==> src/rtl/handle_multi_draw.sv <==
// Draw sequencer: runs up to MAX_DRAW draw-engine transactions for one player, stops early on an
// empty deck, optionally sends a trailing STATE_TURN message. Optional watchdog: DRAW_WDOG_EN.
`ifndef GAME_P1_INIT_DRAW
`define GAME_P1_INIT_DRAW 4'd2
`endif
`ifndef STATE_TURN
`define STATE_TURN 4'd3
`endif

module handle_multi_draw #(
    parameter logic [3:0] ACTIVE_STATE = `GAME_P1_INIT_DRAW,
    parameter int          MAX_DRAW     = 14,
    parameter int          WDOG_CYC     = 1048576,
    localparam int         CNT_W        = $clog2(MAX_DRAW + 1)
) (
    input  logic             clk,
    input  logic             rst_n,
    input  logic             interboard_rst,
    input  logic             draw_en,
    input  logic [3:0]       cur_game_state,
    input  logic [CNT_W-1:0] req_num,
    input  logic             send_turn,
    input  logic             deck_empty,
    input  logic             inter_ready,
    output logic             sub_en,
    input  logic             sub_done,
    input  logic             sub_ctrl_en,
    input  logic             sub_ctrl_move_dir,
    input  logic [4:0]       sub_ctrl_block_x,
    input  logic [2:0]       sub_ctrl_block_y,
    input  logic [3:0]       sub_ctrl_msg_type,
    input  logic [5:0]       sub_ctrl_card,
    input  logic [2:0]       sub_ctrl_sel_len,
    output logic             ctrl_en,
    output logic             ctrl_move_dir,
    output logic [4:0]       ctrl_block_x,
    output logic [2:0]       ctrl_block_y,
    output logic [3:0]       ctrl_msg_type,
    output logic [5:0]       ctrl_card,
    output logic [2:0]       ctrl_sel_len,
    output logic [CNT_W-1:0] drawn_cnt,
    output logic             draw_done,
    output logic             draw_aborted,
    output logic [2:0]       dbg_state
);

    typedef enum logic [2:0] {
        S_IDLE      = 3'd0,
        S_WAIT_DRAW = 3'd1,
        S_COUNT     = 3'd2,
        S_TURN      = 3'd3,
        S_FIN       = 3'd4
    } state_e;

    state_e           state_q, state_d;
    logic [CNT_W-1:0] drawn_cnt_q, drawn_cnt_d;
    logic [CNT_W-1:0] target_q, target_d;
    logic             turn_req_q, turn_req_d;
    logic             aborted_q, aborted_d;
    logic             turn_first_q, turn_first_d;

    logic             start;
    logic [CNT_W-1:0] req_clamped;
    logic             wdog_hit;
    logic             turn_drive;
    logic             turn_pulse;

    assign start = (state_q == S_IDLE) && draw_en && (cur_game_state == ACTIVE_STATE)
                   && (req_num != '0) && !interboard_rst;
    assign req_clamped = (int'(req_num) > MAX_DRAW) ? CNT_W'(MAX_DRAW) : req_num;

`ifdef DRAW_WDOG_EN
    localparam int WDOG_W = (WDOG_CYC > 1) ? $clog2(WDOG_CYC) : 1;

    logic [WDOG_W-1:0] wdog_q, wdog_d;

    // Counts consecutive WAIT_DRAW cycles; zero on the entry cycle.
    always_comb begin
        wdog_d = '0;
        if (state_q == S_WAIT_DRAW && !sub_done && !interboard_rst) begin
            wdog_d = wdog_q + WDOG_W'(1);
        end
    end

    assign wdog_hit = (state_q == S_WAIT_DRAW) && (wdog_q == WDOG_W'(WDOG_CYC - 1));

    always_ff @(posedge clk or negedge rst_n) begin
        if (!rst_n) begin
            wdog_q <= '0;
        end else begin
            wdog_q <= wdog_d;
        end
    end
`else
    localparam int unused_wdog_cyc = WDOG_CYC;

    assign wdog_hit = 1'b0;
`endif

    always_comb begin
        state_d      = state_q;
        drawn_cnt_d  = drawn_cnt_q;
        target_d     = target_q;
        turn_req_d   = turn_req_q;
        aborted_d    = aborted_q;
        sub_en       = 1'b0;
        draw_done    = 1'b0;
        draw_aborted = 1'b0;
        turn_drive   = 1'b0;
        turn_pulse   = 1'b0;

        case (state_q)
            S_IDLE: begin
                if (start) begin
                    target_d    = req_clamped;
                    turn_req_d  = send_turn;
                    drawn_cnt_d = '0;
                    aborted_d   = deck_empty;
                    if (deck_empty) begin
                        state_d = S_FIN;
                    end else begin
                        sub_en  = 1'b1;
                        state_d = S_WAIT_DRAW;
                    end
                end
            end
            S_WAIT_DRAW: begin
                // A completion in the same cycle as a watchdog expiry still counts.
                if (sub_done) begin
                    drawn_cnt_d = drawn_cnt_q + CNT_W'(1);
                    state_d     = S_COUNT;
                end else if (wdog_hit) begin
                    aborted_d = 1'b1;
                    state_d   = S_FIN;
                end
            end
            S_COUNT: begin
                if (drawn_cnt_q == target_q) begin
                    state_d = turn_req_q ? S_TURN : S_FIN;
                end else if (deck_empty) begin
                    aborted_d = 1'b1;
                    state_d   = turn_req_q ? S_TURN : S_FIN;
                end else begin
                    sub_en  = 1'b1;
                    state_d = S_WAIT_DRAW;
                end
            end
            S_TURN: begin
                turn_drive = 1'b1;
                if (turn_first_q) begin
                    turn_pulse = 1'b1;
                end else if (inter_ready) begin
                    state_d = S_FIN;
                end
            end
            S_FIN: begin
                draw_done    = 1'b1;
                draw_aborted = aborted_q;
                state_d      = S_IDLE;
            end
            default: state_d = S_IDLE;
        endcase

        turn_first_d = (state_d == S_TURN) && (state_q != S_TURN);

        // Soft reset behaves like rst_n, one edge later.
        if (interboard_rst) begin
            state_d      = S_IDLE;
            drawn_cnt_d  = '0;
            target_d     = '0;
            turn_req_d   = 1'b0;
            aborted_d    = 1'b0;
            turn_first_d = 1'b0;
        end
    end

    always_comb begin
        ctrl_en       = 1'b0;
        ctrl_move_dir = 1'b0;
        ctrl_block_x  = '0;
        ctrl_block_y  = '0;
        ctrl_msg_type = '0;
        ctrl_card     = '0;
        ctrl_sel_len  = '0;
        if (state_q == S_WAIT_DRAW || sub_en) begin
            ctrl_en       = sub_ctrl_en;
            ctrl_move_dir = sub_ctrl_move_dir;
            ctrl_block_x  = sub_ctrl_block_x;
            ctrl_block_y  = sub_ctrl_block_y;
            ctrl_msg_type = sub_ctrl_msg_type;
            ctrl_card     = sub_ctrl_card;
            ctrl_sel_len  = sub_ctrl_sel_len;
        end else if (turn_drive) begin
            ctrl_en       = turn_pulse;
            ctrl_msg_type = `STATE_TURN;
        end
    end

    always_ff @(posedge clk or negedge rst_n) begin
        if (!rst_n) begin
            state_q      <= S_IDLE;
            drawn_cnt_q  <= '0;
            target_q     <= '0;
            turn_req_q   <= 1'b0;
            aborted_q    <= 1'b0;
            turn_first_q <= 1'b0;
        end else begin
            state_q      <= state_d;
            drawn_cnt_q  <= drawn_cnt_d;
            target_q     <= target_d;
            turn_req_q   <= turn_req_d;
            aborted_q    <= aborted_d;
            turn_first_q <= turn_first_d;
        end
    end

    assign drawn_cnt = drawn_cnt_q;
    assign dbg_state = state_q;

endmodule
==> config.mk <==
export PLATFORM = sky130hd
export DESIGN_NAME = handle_multi_draw
export DESIGN_NICKNAME = d
export VERILOG_FILES = /design/src/rtl/handle_multi_draw.sv
export SDC_FILE = /design/constraint.sdc
export NUM_CORES = 1
export LEC_CHECK = 0
export ABC_AREA = 1
export BUFFER_PORTS_ARGS = -buffer_cell sky130_fd_sc_hd__buf_4
export CAP_MARGIN = 30
export CORE_MARGIN = 5
export CORE_UTILIZATION = 35
export CTS_CLUSTER_SIZE = 8
export DETAILED_ROUTE_END_ITERATION = 10
export PLACE_DENSITY = 0.75
export SYNTH_ARGS = -nofsm -noshare
export SYNTH_HDL_FRONTEND = slang
export SYNTH_SLANG_ARGS = --single-unit
==> constraint.sdc <==
create_clock -name clk -period 2.9 [get_ports clk]
set_input_delay 0.29 -clock clk [delete_from_list [all_inputs] [get_ports clk]]
set_output_delay 0.29 -clock clk [all_outputs]
set_load 0.02 [all_outputs]
# --- Word-level counts from Yosys, hierarchy flattened ---
# Index checks and enable logic that the tools add are counted.
word_totals:
  regBits: 14
  out_inout_bits: 33
classes:
  addsub: 1
  order_cmp: 1
  n_eq_ne: 12
  muxes: 45
  reduce_logical: 16
op_table:
  columns: ["cell", "count"]
  rows:
  - ["$mux 3", 11]
  - ["$mux 4", 8]
  - ["$mux 1", 19]
  - ["$ne 3x3->1 const B", 4]
  - ["$pmux 3 s4", 1]
  - ["$eq 3x2->1 const B", 3]
  - ["$pmux 4 s2", 1]
  - ["$mux 6", 1]
  - ["$reduce_bool 3->1", 2]
  - ["$logic_and 1x1->1", 5]
  - ["$mux 5", 1]
  - ["$add 4x1->4 const B", 1]
  - ["$eq 4x2->1 const B", 1]
  - ["$eq 4x4->1", 1]
  - ["$gt 4x4->1 const B", 1]
  - ["$pmux 1 s2", 2]
  - ["$reduce_and 4->1", 1]
  - ["$reduce_bool 2->1", 2]
  - ["$reduce_bool 4->1", 1]
  - ["$eq 3x1->1 const B", 1]
  - ["$eq 3x3->1 const B", 1]
  - ["$logic_not 3->1", 1]
  - ["$ne 3x2->1 const B", 1]
  - ["$reduce_and 3->1", 1]
  - ["other kinds (4)", 4]

# --- Logic depth before layout (Yosys ltp) ---
depth:
  ltp_word: 10
  depth_mapped: 10
  depth_no_buf: 10

# --- Worst setup path after synthesis ---
# OpenSTA, ideal clock, no wires.
synth_timing:
  path_type: "reg-to-output"
  start: "register state_q[1], in the netlist dbg_state[1]"
  end: "output ctrl_block_x[0]"
  arrival_ns: 1.553
  path_slack_ns: 1.057
  stages_incl_launch_ff: 11
  path_buffers: 1
  path_cell_list: "dfrtp_1 nor2_2 nand2_2 nor2_4 nand2_4 nor2_8 nand2_4 nand3_4 buf_6 nand2_1 inv_1"
synth_via:
  elab_chain_len: 9
  elab_cells_between_ends: 11
  cone_classes: "2 x eq/ne; 3 x mux; 6 x reduce/logical"
synth_rtl:
  columns: ["item", "line_no", "text"]
  rows:
  - ["start, declared", "55", "state_e state_q, state_d;"]
  - ["start signal, assigned", "208", "state_q <= state_d;"]
  - ["$logic_not 3->1", "68, 112", null]
  - ["$logic_and 1x1->1 (2 in series)", "68", "assign start = (state_q == S_IDLE) && draw_en && (cur_game_state == ACTIVE_STATE)"]
  - ["$logic_and 1x1->1 (2 in series)", "69", "&& (req_num != '0) && !interboard_rst;"]
  - ["$mux 1", "114", "if (start) begin"]
  - ["$pmux 1 s2", "112", "case (state_q)"]
  - ["$logic_or 1x1->1 (*)", "185", "if (state_q == S_WAIT_DRAW || sub_en) begin"]
  - ["$mux 5 (*)", "185", null]
  - ["end, declared", "36", "output logic [4:0] ctrl_block_x,"]
# Every way passes the cells marked *; elsewhere a longest branch is shown, timed or not.

# --- Worst setup path after layout ---
layout_timing:
  start: "register state_q[1], in the netlist dbg_state[1]"
  end: "output ctrl_en"
layout_via:
  elab_chain_len: 9
  elab_cells_between_ends: 15
  cone_classes: "3 x eq/ne; 6 x mux; 6 x reduce/logical"
layout_rtl:
  columns: ["item", "line_no", "text"]
  rows:
  - ["$logic_not 3->1", "68, 112", null]
  - ["$logic_and 1x1->1 (2 in series)", "68", null]
  - ["$logic_and 1x1->1 (2 in series)", "69", null]
  - ["$mux 1", "114", null]
  - ["$pmux 1 s2", "112", null]
  - ["$logic_or 1x1->1", "185", null]
  - ["$mux 1 (*)", "185", null]
  - ["end, declared", "34", "output logic ctrl_en,"]
# Marks and branches as above.

==> impl_metrics.json <==
{
  "status": "completed",
  "fin_ws_ps": 615.8,
  "drt-wirelength-per-cell_um": 10.91,
  "cts_made_buffers": 3,
  "synth_cell_types": 21,
  "min_from": "send_turn",
  "power_mw": 0.4195,
  "first_global_vias": 1249,
  "wirelength_um": 3241,
  "p_leak_nw": 1.132,
  "max_freq_mhz": 437.8,
  "hold_path_class": "in -> reg",
  "path_clk_slew_ps": 90,
  "final_antenna_net_count": 0,
  "final_nets": 294,
  "cp-start-kind": "flip-flop",
  "core_um2": 3078,
  "peakVddDrop_mv": 0.1554,
  "fin_cells": 297,
  "power_density_nw_per_um2": 240.9,
  "critical_path_class": "reg -> out",
  "drive_above_1_share_pct": 38.74,
  "end_kind": "output port",
  "io_buffers": 71,
  "finalCriticalPeriod_ps": 2284,
  "drv_slew": 0,
  "cts_setup_buffers": 0,
  "syn-num-nets": 219,
  "start_util_pct": 36.99,
  "hold_slack_ps": 215.4,
  "r2r-start": "dbg_state[1]",
  "num_vias": 1315,
  "synth_area_um2": 1139,
  "final_core_util_pct": 56.59,
  "die_h_um": 67.04,
  "fin_skew_ps": 0.6090,
  "synth.avg_cell_area_um2": 6.361,
  "yosys.area.top_type": "dfrtp_1",
  "synthToLayoutAreaGrowth_pct": 52.97,
  "die-area_um2": 4494,
  "yosysWarnings": 0,
  "ys_seq_area_share_pct": 30.77,
  "routed_via_density": 4.428,
  "drv_cap": 0,
  "grt_usage_pct": 14.56,
  "dr.pass1.iters": 4,
  "final_cell_area_um2": 1742,
  "cp.required_ps": 2610,
  "slowest_stage": "dfrtp_1",
  "placed_cell_area_um2": 1695,
  "synth_area_leaders": "dfrtp_1 31%, nand2_1 19%, inv_1 13%",
  "path_cells": "nor2_2 -> nand2_2 -> nor2_4 -> nand2_4 -> nor2_8 -> nand2_4 -> nand3_4 -> nand2_1 -> nand2_1 -> buf_4",
  "relSlewSlack_pct": 79.51,
  "rsz0062_at_grt": "false",
  "grt_overflow": 0,
  "hold_viol": 0,
  "htree_levels": 1,
  "yosysTopAreaCellShare_pct": 30.77,
  "dr.first_iter.drc_count": 37,
  "fp.dieW_um": 67.04,
  "drc": 0,
  "synth_seq_cells": 14,
  "grt_pass1_wl_um": 5133,
  "crit_path_max_incr_delay_ps": 450,
  "cts.sinks": 14,
  "fin_crit_sh_pct": 78.77,
  "fillers": 315,
  "syn_inst": 179,
  "ff_latch_area_um2": 350.3,
  "insertedDiodeCount": 0,
  "cts_resized": 0,
  "root_buffer": "clkbuf_4",
  "setup_viol": 0,
  "hold_buffers": 1,
  "clock_latency_ps": 280,
  "dp_hpwl_um": 2693,
  "tightest_slew_ps": 307.3,
  "row_count": 20,
  "pin_count": 72,
  "clockBufferDepth": 2,
  "cts_tree": "built",
  "dpl_worst_slack_ps": 910.2,
  "arrival_ps": 1990,
  "multi_input_area_um2": 591.8,
  "crit_fanout": 23,
  "fin_setup_tns_ps": 0,
  "place_inst": 292,
  "gp_congestion": 0.7813,
  "cp-startpoint": "dbg_state[1]",
  "antenna_found_initial": 0,
  "grt_max_degree": 24
}
-- area by class of cell --
cell class              instances  share of cell area, %
flip-flops and latches         14                  20.11
inverters                      44                  9.483
well taps                      44                  3.161
repair buffers                 72                  31.18
multi-input cells             119                  33.98
clock buffers                   4                  2.083
-- final timing paths --
path / to / slack [ps] / cells past startpoint
worst max-delay path: ctrl_en / 620 / 10
worst min-delay path: turn_req_q / 220 / 3
worst max register to register: drawn_cnt[1] / 1300 / 7
worst min register to register: aborted_q / 540 / 2
max in group asynchronous: dbg_state[2] / 2340 / 2
min in group asynchronous: target_q[1] / 400 / 2
-- placed cells by master, fill, tap and decap left out, drive strengths merged --
cell type | Yosys | routed
nand3 | 13 | 13
dfrtp | 14 | 14
nand3b | 2 | 2
clkbuf | 0 | 4
nand2 | 70 | 70
dlygate4sd3 | 0 | 1
ha | 1 | 1
nor4 | 1 | 1
xor2 | 1 | 1
a21oi | 5 | 5
nor2 | 12 | 12
o21ai | 11 | 11
inv | 44 | 44
nor3 | 3 | 3
buf | 2 | 71
-- synthesized netlist by cell type, drive strengths merged --
cell type / number
nand2: 70
nand3b: 2
inv: 44
o21ai: 11
xor2: 1
nor4: 1
a21oi: 5
nand3: 13
dfrtp: 14
ha: 1
nor3: 3
buf: 2
nor2: 12
-- power breakdown --
| part | internal [mW] | switching [mW] | leakage [nW] | total, mW |
|---|---|---|---|---|
| registers | 0.198 | 0.000989 | 0.193 | 0.199 |
| logic | 0.0426 | 0.0361 | 0.917 | 0.0787 |
| clock network | 0.0764 | 0.0659 | 0.0210 | 0.142 |
-- metal layers --
layer,global-route usage (%),wire [µm],vias up
met2,25.40,1390,73
met5,0,0,-
li1,-,-,679
met1,16.91,1252,559
met4,5.316,38,0
met3,3.710,559,4
-- cell families after synthesis --
logic type	count (synthesis)	share of synthesized area, %
adder cells (fa/ha/maj)	1	1.099
XOR/XNOR	1	0.7694
buffers and inverters	46	17.25
AND/OR/NAND/NOR	101	43.08
AO/OA/AOI/OAI	16	7.032
flip-flops	14	30.77
-- worst max-delay path, delay by kind of cell (launching register included) --
family | cells | cell delay [ps]
buffers and inverters | 1 | 140
flip-flops | 1 | 450
AND/OR/NAND/NOR | 9 | 1120
-- registers in the layout, indices dropped and copies added (netlist names) --
name          flops
turn_req_q        1
target_q          4
turn_first_q      1
dbg_state         3
aborted_q         1
drawn_cnt         4
No activity file was read; power rests on OpenSTA's default activity.
